$ cat config.mk
export PLATFORM = sky130hd
export DESIGN_NAME = mdl_ntt_sched_flat
export DESIGN_NICKNAME = d
export VERILOG_FILES = /design/src/rtl/mdl_ntt_sched_if.sv /design/src/rtl/mdl_ntt_sched.sv /design/src/flat_wrapper.sv
export SDC_FILE = /design/constraint.sdc
export NUM_CORES = 1
export LEC_CHECK = 0
export CORE_ASPECT_RATIO = 1.25
export CORE_MARGIN = 2
export CORE_UTILIZATION = 51
export DETAILED_ROUTE_END_ITERATION = 8
export GPL_TIMING_DRIVEN = 1
export PLACE_DENSITY = 0.74
export SLEW_MARGIN = 20
export SYNTH_ARGS = -nofsm -noshare
export SYNTH_HDL_FRONTEND = slang
export SYNTH_SLANG_ARGS = --single-unit
$ cat constraint.sdc
create_clock -name iSYS_CLK -period 4.3 [get_ports iSYS_CLK]
set_input_delay 0.645 -clock iSYS_CLK [delete_from_list [all_inputs] [get_ports iSYS_CLK]]
set_output_delay 0.645 -clock iSYS_CLK [all_outputs]
set_load 0.02 [all_outputs]
$ cat src/rtl/mdl_ntt_sched_if.sv
// rtl/mdl_ntt_sched_if.sv - control and coefficient-RAM address bus of the NTT scheduler
interface mdl_ntt_sched_if #(
  parameter int LOGN = 8
) ();
  logic            iSTART;
  logic [1:0]      iMODE;
  logic            oBUSY;
  logic            oDONE;
  logic            oERR;
  logic            oRD_EN;
  logic [LOGN-1:0] oRD_ADDR_A;
  logic [LOGN-1:0] oRD_ADDR_B;
  logic [LOGN-1:0] oTW_ADDR;
  logic            oBUT_SEL;
  logic            oBUT_START;
  logic            oWR_EN;
  logic [LOGN-1:0] oWR_ADDR_A;
  logic [LOGN-1:0] oWR_ADDR_B;

  // Scheduler side
  modport master (
    input  iSTART, iMODE,
    output oBUSY, oDONE, oERR, oRD_EN, oRD_ADDR_A, oRD_ADDR_B, oTW_ADDR,
           oBUT_SEL, oBUT_START, oWR_EN, oWR_ADDR_A, oWR_ADDR_B
  );

  // Requester / datapath side
  modport slave (
    output iSTART, iMODE,
    input  oBUSY, oDONE, oERR, oRD_EN, oRD_ADDR_A, oRD_ADDR_B, oTW_ADDR,
           oBUT_SEL, oBUT_START, oWR_EN, oWR_ADDR_A, oWR_ADDR_B
  );
endinterface

$ cat src/rtl/mdl_ntt_sched.sv
// rtl/mdl_ntt_sched.sv - NTT (CT/GS) and point-wise multiply address scheduler
module mdl_ntt_sched #(
  parameter int N    = 256,
  parameter int LOGN = 8,
  parameter int LAT  = 5
) (
  input logic             iSYS_CLK,
  input logic             iSYS_RST,
  mdl_ntt_sched_if.master bus
);

  typedef enum logic [1:0] {IDLE, ISSUE, DRAIN, DONE} state_t;

  localparam logic [1:0]      MODE_CT    = 2'b00;
  localparam logic [1:0]      MODE_GS    = 2'b01;
  localparam logic [1:0]      MODE_PWM   = 2'b10;
  localparam logic [1:0]      MODE_BAD   = 2'b11;
  localparam logic [LOGN-1:0] ONE        = LOGN'(1);
  localparam logic [LOGN-1:0] LAST_PAIR  = LOGN'(N/2 - 1);
  localparam logic [LOGN-1:0] LAST_COEF  = LOGN'(N - 1);
  localparam logic [LOGN-1:0] LAST_STAGE = LOGN'(LOGN - 1);
  localparam logic [3:0]      LAST_DRAIN = 4'(LAT - 1);

  state_t          state;
  state_t          nextState;
  logic [1:0]      modeLatched;
  logic [LOGN-1:0] stage;
  logic [LOGN-1:0] pairIdx;
  logic [LOGN-1:0] twIdx;
  logic [3:0]      drainCnt;
  logic            errPulse;

  logic            isPwm;
  logic            isGs;
  logic            lastInStage;
  logic            groupEnd;
  logic [LOGN-1:0] lowMask;
  logic [LOGN-1:0] addrA;
  logic [LOGN-1:0] addrB;

  logic            rdEn;
  logic [LOGN-1:0] rdAddrA;
  logic [LOGN-1:0] rdAddrB;
  logic [LOGN-1:0] twAddr;
  logic            busy;

  logic            wrEnPipe [LAT];
  logic [LOGN-1:0] wrAPipe  [LAT];
  logic [LOGN-1:0] wrBPipe  [LAT];

  assign isPwm       = (modeLatched == MODE_PWM);
  assign isGs        = (modeLatched == MODE_GS);
  assign lastInStage = isPwm ? (pairIdx == LAST_COEF) : (pairIdx == LAST_PAIR);

  // Butterfly span minus one: CT halves the span each stage, GS doubles it
  always_comb begin
    lowMask = LAST_PAIR >> stage;
    if (isGs) lowMask = (ONE << stage) - ONE;
  end

  // Insert a zero bit at the span position of the pair index to get operand A
  assign addrA    = ((pairIdx & ~lowMask) << 1) | (pairIdx & lowMask);
  assign addrB    = addrA + lowMask + ONE;
  assign groupEnd = ((pairIdx & lowMask) == lowMask);

  // State register
  always_ff @(posedge iSYS_CLK) begin
    if (iSYS_RST) state <= IDLE;
    else          state <= nextState;
  end

  // Next-state decode
  always_comb begin
    nextState = state;
    case (state)
      IDLE:  if (bus.iSTART && (bus.iMODE != MODE_BAD)) nextState = ISSUE;
      ISSUE: if (lastInStage) nextState = DRAIN;
      DRAIN: if (drainCnt == LAST_DRAIN)
               nextState = (isPwm || (stage == LAST_STAGE)) ? DONE : ISSUE;
      DONE:  nextState = IDLE;
      default: nextState = IDLE;
    endcase
  end

  // Mode latch, stage/pair/twiddle/drain counters and the illegal-mode pulse
  always_ff @(posedge iSYS_CLK) begin
    if (iSYS_RST) begin
      modeLatched <= MODE_CT;
      stage       <= '0;
      pairIdx     <= '0;
      twIdx       <= '0;
      drainCnt    <= '0;
      errPulse    <= 1'b0;
    end else begin
      errPulse <= (state == IDLE) && bus.iSTART && (bus.iMODE == MODE_BAD);
      case (state)
        IDLE: begin
          if (bus.iSTART && (bus.iMODE != MODE_BAD)) begin
            modeLatched <= bus.iMODE;
            stage       <= '0;
            pairIdx     <= '0;
            drainCnt    <= '0;
            twIdx       <= (bus.iMODE == MODE_GS) ? LAST_COEF : ONE;
          end
        end
        ISSUE: begin
          pairIdx  <= lastInStage ? '0 : pairIdx + ONE;
          drainCnt <= '0;
          if (!isPwm && groupEnd) twIdx <= isGs ? twIdx - ONE : twIdx + ONE;
        end
        DRAIN: begin
          drainCnt <= drainCnt + 4'd1;
          if (drainCnt == LAST_DRAIN) stage <= stage + ONE;
        end
        default: ;
      endcase
    end
  end

  // Output decode; addresses are forced to zero outside ISSUE
  always_comb begin
    busy    = (state != IDLE);
    rdEn    = (state == ISSUE);
    rdAddrA = '0;
    rdAddrB = '0;
    twAddr  = '0;
    if (rdEn) begin
      if (isPwm) begin
        rdAddrA = pairIdx;
        twAddr  = pairIdx;
      end else begin
        rdAddrA = addrA;
        rdAddrB = addrB;
        twAddr  = twIdx;
      end
    end
  end

  // Write-back delay line matching the butterfly latency
  always_ff @(posedge iSYS_CLK) begin
    if (iSYS_RST) begin
      for (int i = 0; i < LAT; i++) begin
        wrEnPipe[i] <= 1'b0;
        wrAPipe[i]  <= '0;
        wrBPipe[i]  <= '0;
      end
    end else begin
      wrEnPipe[0] <= rdEn;
      wrAPipe[0]  <= rdAddrA;
      wrBPipe[0]  <= rdAddrB;
      for (int i = 1; i < LAT; i++) begin
        wrEnPipe[i] <= wrEnPipe[i-1];
        wrAPipe[i]  <= wrAPipe[i-1];
        wrBPipe[i]  <= wrBPipe[i-1];
      end
    end
  end

  assign bus.oBUSY      = busy;
  assign bus.oDONE      = (state == DONE);
  assign bus.oERR       = errPulse;
  assign bus.oRD_EN     = rdEn;
  assign bus.oRD_ADDR_A = rdAddrA;
  assign bus.oRD_ADDR_B = rdAddrB;
  assign bus.oTW_ADDR   = twAddr;
  assign bus.oBUT_SEL   = busy && isGs;
  assign bus.oBUT_START = busy;
  assign bus.oWR_EN     = wrEnPipe[LAT-1];
  assign bus.oWR_ADDR_A = wrAPipe[LAT-1];
  assign bus.oWR_ADDR_B = wrBPipe[LAT-1];

endmodule

$ cat src/flat_wrapper.sv
// flat-port wrapper written by rule: the top's interface ports become plain ports
module mdl_ntt_sched_flat 
#(
  parameter int N    = 256,
  parameter int LOGN = 8,
  parameter int LAT  = 5
)
  (iSYS_CLK, iSYS_RST, bus_iSTART, bus_iMODE, bus_oBUSY, bus_oDONE, bus_oERR, bus_oRD_EN, bus_oRD_ADDR_A, bus_oRD_ADDR_B, bus_oTW_ADDR, bus_oBUT_SEL, bus_oBUT_START, bus_oWR_EN, bus_oWR_ADDR_A, bus_oWR_ADDR_B);
  mdl_ntt_sched_if #(.LOGN(LOGN)) bus_i ();
  input logic iSYS_CLK;
  input logic iSYS_RST;
  input wire logic [$bits(bus_i.iSTART)-1:0] bus_iSTART;
  input wire logic [$bits(bus_i.iMODE)-1:0] bus_iMODE;
  output wire logic [$bits(bus_i.oBUSY)-1:0] bus_oBUSY;
  output wire logic [$bits(bus_i.oDONE)-1:0] bus_oDONE;
  output wire logic [$bits(bus_i.oERR)-1:0] bus_oERR;
  output wire logic [$bits(bus_i.oRD_EN)-1:0] bus_oRD_EN;
  output wire logic [$bits(bus_i.oRD_ADDR_A)-1:0] bus_oRD_ADDR_A;
  output wire logic [$bits(bus_i.oRD_ADDR_B)-1:0] bus_oRD_ADDR_B;
  output wire logic [$bits(bus_i.oTW_ADDR)-1:0] bus_oTW_ADDR;
  output wire logic [$bits(bus_i.oBUT_SEL)-1:0] bus_oBUT_SEL;
  output wire logic [$bits(bus_i.oBUT_START)-1:0] bus_oBUT_START;
  output wire logic [$bits(bus_i.oWR_EN)-1:0] bus_oWR_EN;
  output wire logic [$bits(bus_i.oWR_ADDR_A)-1:0] bus_oWR_ADDR_A;
  output wire logic [$bits(bus_i.oWR_ADDR_B)-1:0] bus_oWR_ADDR_B;
  assign bus_i.iSTART = bus_iSTART;
  assign bus_i.iMODE = bus_iMODE;
  assign bus_oBUSY = bus_i.oBUSY;
  assign bus_oDONE = bus_i.oDONE;
  assign bus_oERR = bus_i.oERR;
  assign bus_oRD_EN = bus_i.oRD_EN;
  assign bus_oRD_ADDR_A = bus_i.oRD_ADDR_A;
  assign bus_oRD_ADDR_B = bus_i.oRD_ADDR_B;
  assign bus_oTW_ADDR = bus_i.oTW_ADDR;
  assign bus_oBUT_SEL = bus_i.oBUT_SEL;
  assign bus_oBUT_START = bus_i.oBUT_START;
  assign bus_oWR_EN = bus_i.oWR_EN;
  assign bus_oWR_ADDR_A = bus_i.oWR_ADDR_A;
  assign bus_oWR_ADDR_B = bus_i.oWR_ADDR_B;
  mdl_ntt_sched #(.N(N), .LOGN(LOGN), .LAT(LAT)) u_core (.iSYS_CLK(iSYS_CLK), .iSYS_RST(iSYS_RST), .bus(bus_i));
endmodule
==> out/qor.txt <==
outcome -> finished with violations
failing checks -> setup timing
Critical Path RT -> 3650 ps
commonest non-fill, non-tap cell in the layout -> dfxtp_1
vias -> 4546
clock share of power -> 0.501
clock-pin slew on the worst setup and hold paths -> 60 ps
Seq/Total Area, Yosys -> 0.450
Mapped Cells -> 595
Final Cycle Share -> 1.05
crit path DAT -> 3860 ps
layout cells sized above 1 -> 0.189
FMAX -> 222 MHz
Initial DRT Pass Iterations -> 6
# DRC -> 0
asr flop ratio synth -> 0
WS Path Type -> reg -> out
crit path time final -> 4500 ps
post-synth top area share -> 0.450
Final Max Tran Viols -> 0
unrepaired setup endpoints after global routing -> true
most frequent cells in the layout -> dfxtp_1, nor2b_1, buf_4, nand2_1, nor2_1
ant diodes -> 0
CTS buffer count -> 17
maximum clock insertion buffer count -> 2
min-delay worst type -> reg -> reg
worst-skew pair later-pin latency -> 420 ps
synth warn -> 0
Post-Syn Area -> 5250 um^2
GRT Util Overall -> 0.228
Layout area overhead -> 30.4%
P_leak -> 2.74 nW
Via-to-Cell Ratio -> 5.59
DIE WIDTH -> 94.7 um
initial DRC count -> 274
height of the chip -> 117 um
Net Sw Power -> 0.693 mW
Slew @ Worst Pin -> 1010 ps
Core Rows -> 41
I/O Buffers -> 51
cell area after layout -> 6840 um^2
boundary pin count -> 52
EDFF count, synth -> 0
sw frac -> 0.240
Flop pwr share -> 0.390
vias in the first global route -> 4493
number of synthesized register bits -> 118
P_int -> 2.20 mW
Sink Count -> 118
H-tree depth -> 4
Slew headroom -> 0.323
final core occ -> 0.680
CP Launch Type -> flop
Post-DP Area -> 5960 um^2
Synth area leader -> dfxtp_1
Layout Nets -> 695
overall overflow remaining after global route -> 0
Worst IR Drop VDD -> 0.280 mV
largest net degree at the start of global routing -> 82
Placed Cells -> 765
Syn Nets -> 619
pre-CTS setup slack -> -326 ps
Fin Clk Skew -> 13.1 ps
routed wire length -> 12200 um
Filler cells -> 801
final hold vios -> 0
core area -> 10100 um^2
largest cells by area after synthesis -> dfxtp_1, nor2b_1, ha_1
DRT antenna net count -> 0
Comb power frac -> 0.109
setup slack after layout -> -204 ps
Die ar. -> 11100 um^2
synth unique cells -> 62
initial antenna violation count -> 0
placed wire-length estimate -> 8000 um
TritonCTS clock tree -> yes
crit-path max FO -> 4
first-pass GRT wire length -> 20100 um
Setup violations, final -> 4
Hold-fix buffers, CTS -> 0
Starting Density -> 0.522
DR WL/cell -> 15.0 um
placer congestion estimate -> 0.975
pwr dens -> 423 nW/um^2
Crit. End Element -> output pin
Most used DFF post-synth -> dfxtp_1
Final Non-Filler Cells -> 813
Hold WS -> 426 ps
clock root buffer -> clkbuf_16
Max Cap Viol -> 0
Syn Area/Cell -> 8.82 um^2
## synthesized netlist by cell type (3+ instances only)
master    instances
xnor2_1           8
a311oi_1          3
a21o_1            3
ha_1             17
xor2_1           11
a22o_1            4
buf_4            17
nor2_1           48
o21ai_0          28
and2_1            3
nand2_1          48
nor2b_1          81
inv_1            16
o211ai_1          3
clkbuf_1         29
nand3_1          16
a31oi_1           3
nor3_1           23
a211oi_1          4
nand2b_1         10
o21bai_1          3
a221o_1           5
dfxtp_1         118
o21a_1            3
a21oi_1          39
and3_1            3
## final timing paths
check / start / end / slack (ps) / cells after the start
worst max-delay path: u_core.stage[7] / bus_oRD_ADDR_B[7] / -200 / 18
worst min register to register: u_core.wrAPipe[0][8] / u_core.wrAPipe[0][16] / 430 / 1
worst min-delay path: u_core.wrAPipe[0][8] / u_core.wrAPipe[0][16] / 430 / 1
worst max register to register: u_core.stage[7] / u_core.wrBPipe[0][7] / 720 / 18
## flip-flops by register name (all words and copies together), names as in the netlist, 4 cells and up
| signal | count |
|---|---|
| u_core.drainCnt | 4 |
| u_core.pairIdx | 8 |
| u_core.stage | 8 |
| u_core.twIdx | 8 |
| u_core.wrAPipe | 40 |
| u_core.wrBPipe | 40 |
| u_core.wrEnPipe | 5 |
## through the flow
step / power (mW) / TNS (ps)
2_1_floorplan: 1.33 / 0
3_3_place_gp: 1.42 / -541
3_5_place_dp: 1.43 / -915
4_1_cts: 2.90 / -190
5_1_grt: 3.00 / -1150
6_report: 2.89 / -491
## worst max-delay path: stages (launching register included)
cell     delay (ps)
dfxtp_2         330
nor4_4          280
nand2_1         120
or2_4           260
ha_4            180
nor3_2          100
nor3_1           60
o22a_1          200
inv_2            70
a22o_1          170
ha_4            210
a21o_1          170
or3_4           370
a41oi_2         200
nor3_2           70
a31oi_1         210
xor2_1          240
nor2_2           60
buf_6           140
## timing repair
action | CTS | global route
buffers inserted | 11 | 5
setup endpoints to repair | 11 | 9
pin swaps | 12 | 9
resized for setup | 39 | 15
## power groups by stage
stage | Clock (mW) | Combinational, mW | Sequential [mW]
2_1_floorplan | 0 | 0.189 | 1.15
3_5_place_dp | 0 | 0.277 | 1.15
4_1_cts | 1.47 | 0.295 | 1.13
3_3_place_gp | 0 | 0.270 | 1.15
6_report | 1.45 | 0.317 | 1.13
5_1_grt | 1.52 | 0.346 | 1.13
## layer usage
layer,vias to the layer above,GRT usage,part of all wire
met3,48,0.0662,0.057
met2,178,0.385,0.51
met4,0,0.134,0.039
met1,2158,0.247,0.39
met5,-,0,0
li1,2162,-,-
## logic make-up (layout without fill, tap and decap cells)
group / after synthesis / after routing / share of synthesized area
and+or+nand+nor: 248 / 248 / 0.251
AOI/OAI and AO/OA: 121 / 121 / 0.154
DFF: 118 / 118 / 0.450
buffers and inverters: 68 / 157 / 0.0613
adders and majority gates: 19 / 19 / 0.0482
xor gates and xnor gates: 19 / 19 / 0.0317
muxes: 2 / 2 / 0.00382
## final cells by class
cell class	count	area [um^2]	area share
clock buffers	21	470	0.0688
clock inverters	11	145	0.0212
inverters	18	67.6	0.00988
multi-input cells	409	2710	0.396
flip-flops and latches	118	2360	0.346
well taps	129	161	0.0236
repair buffers	107	925	0.135
No activity file was read; power rests on OpenSTA's default activity.
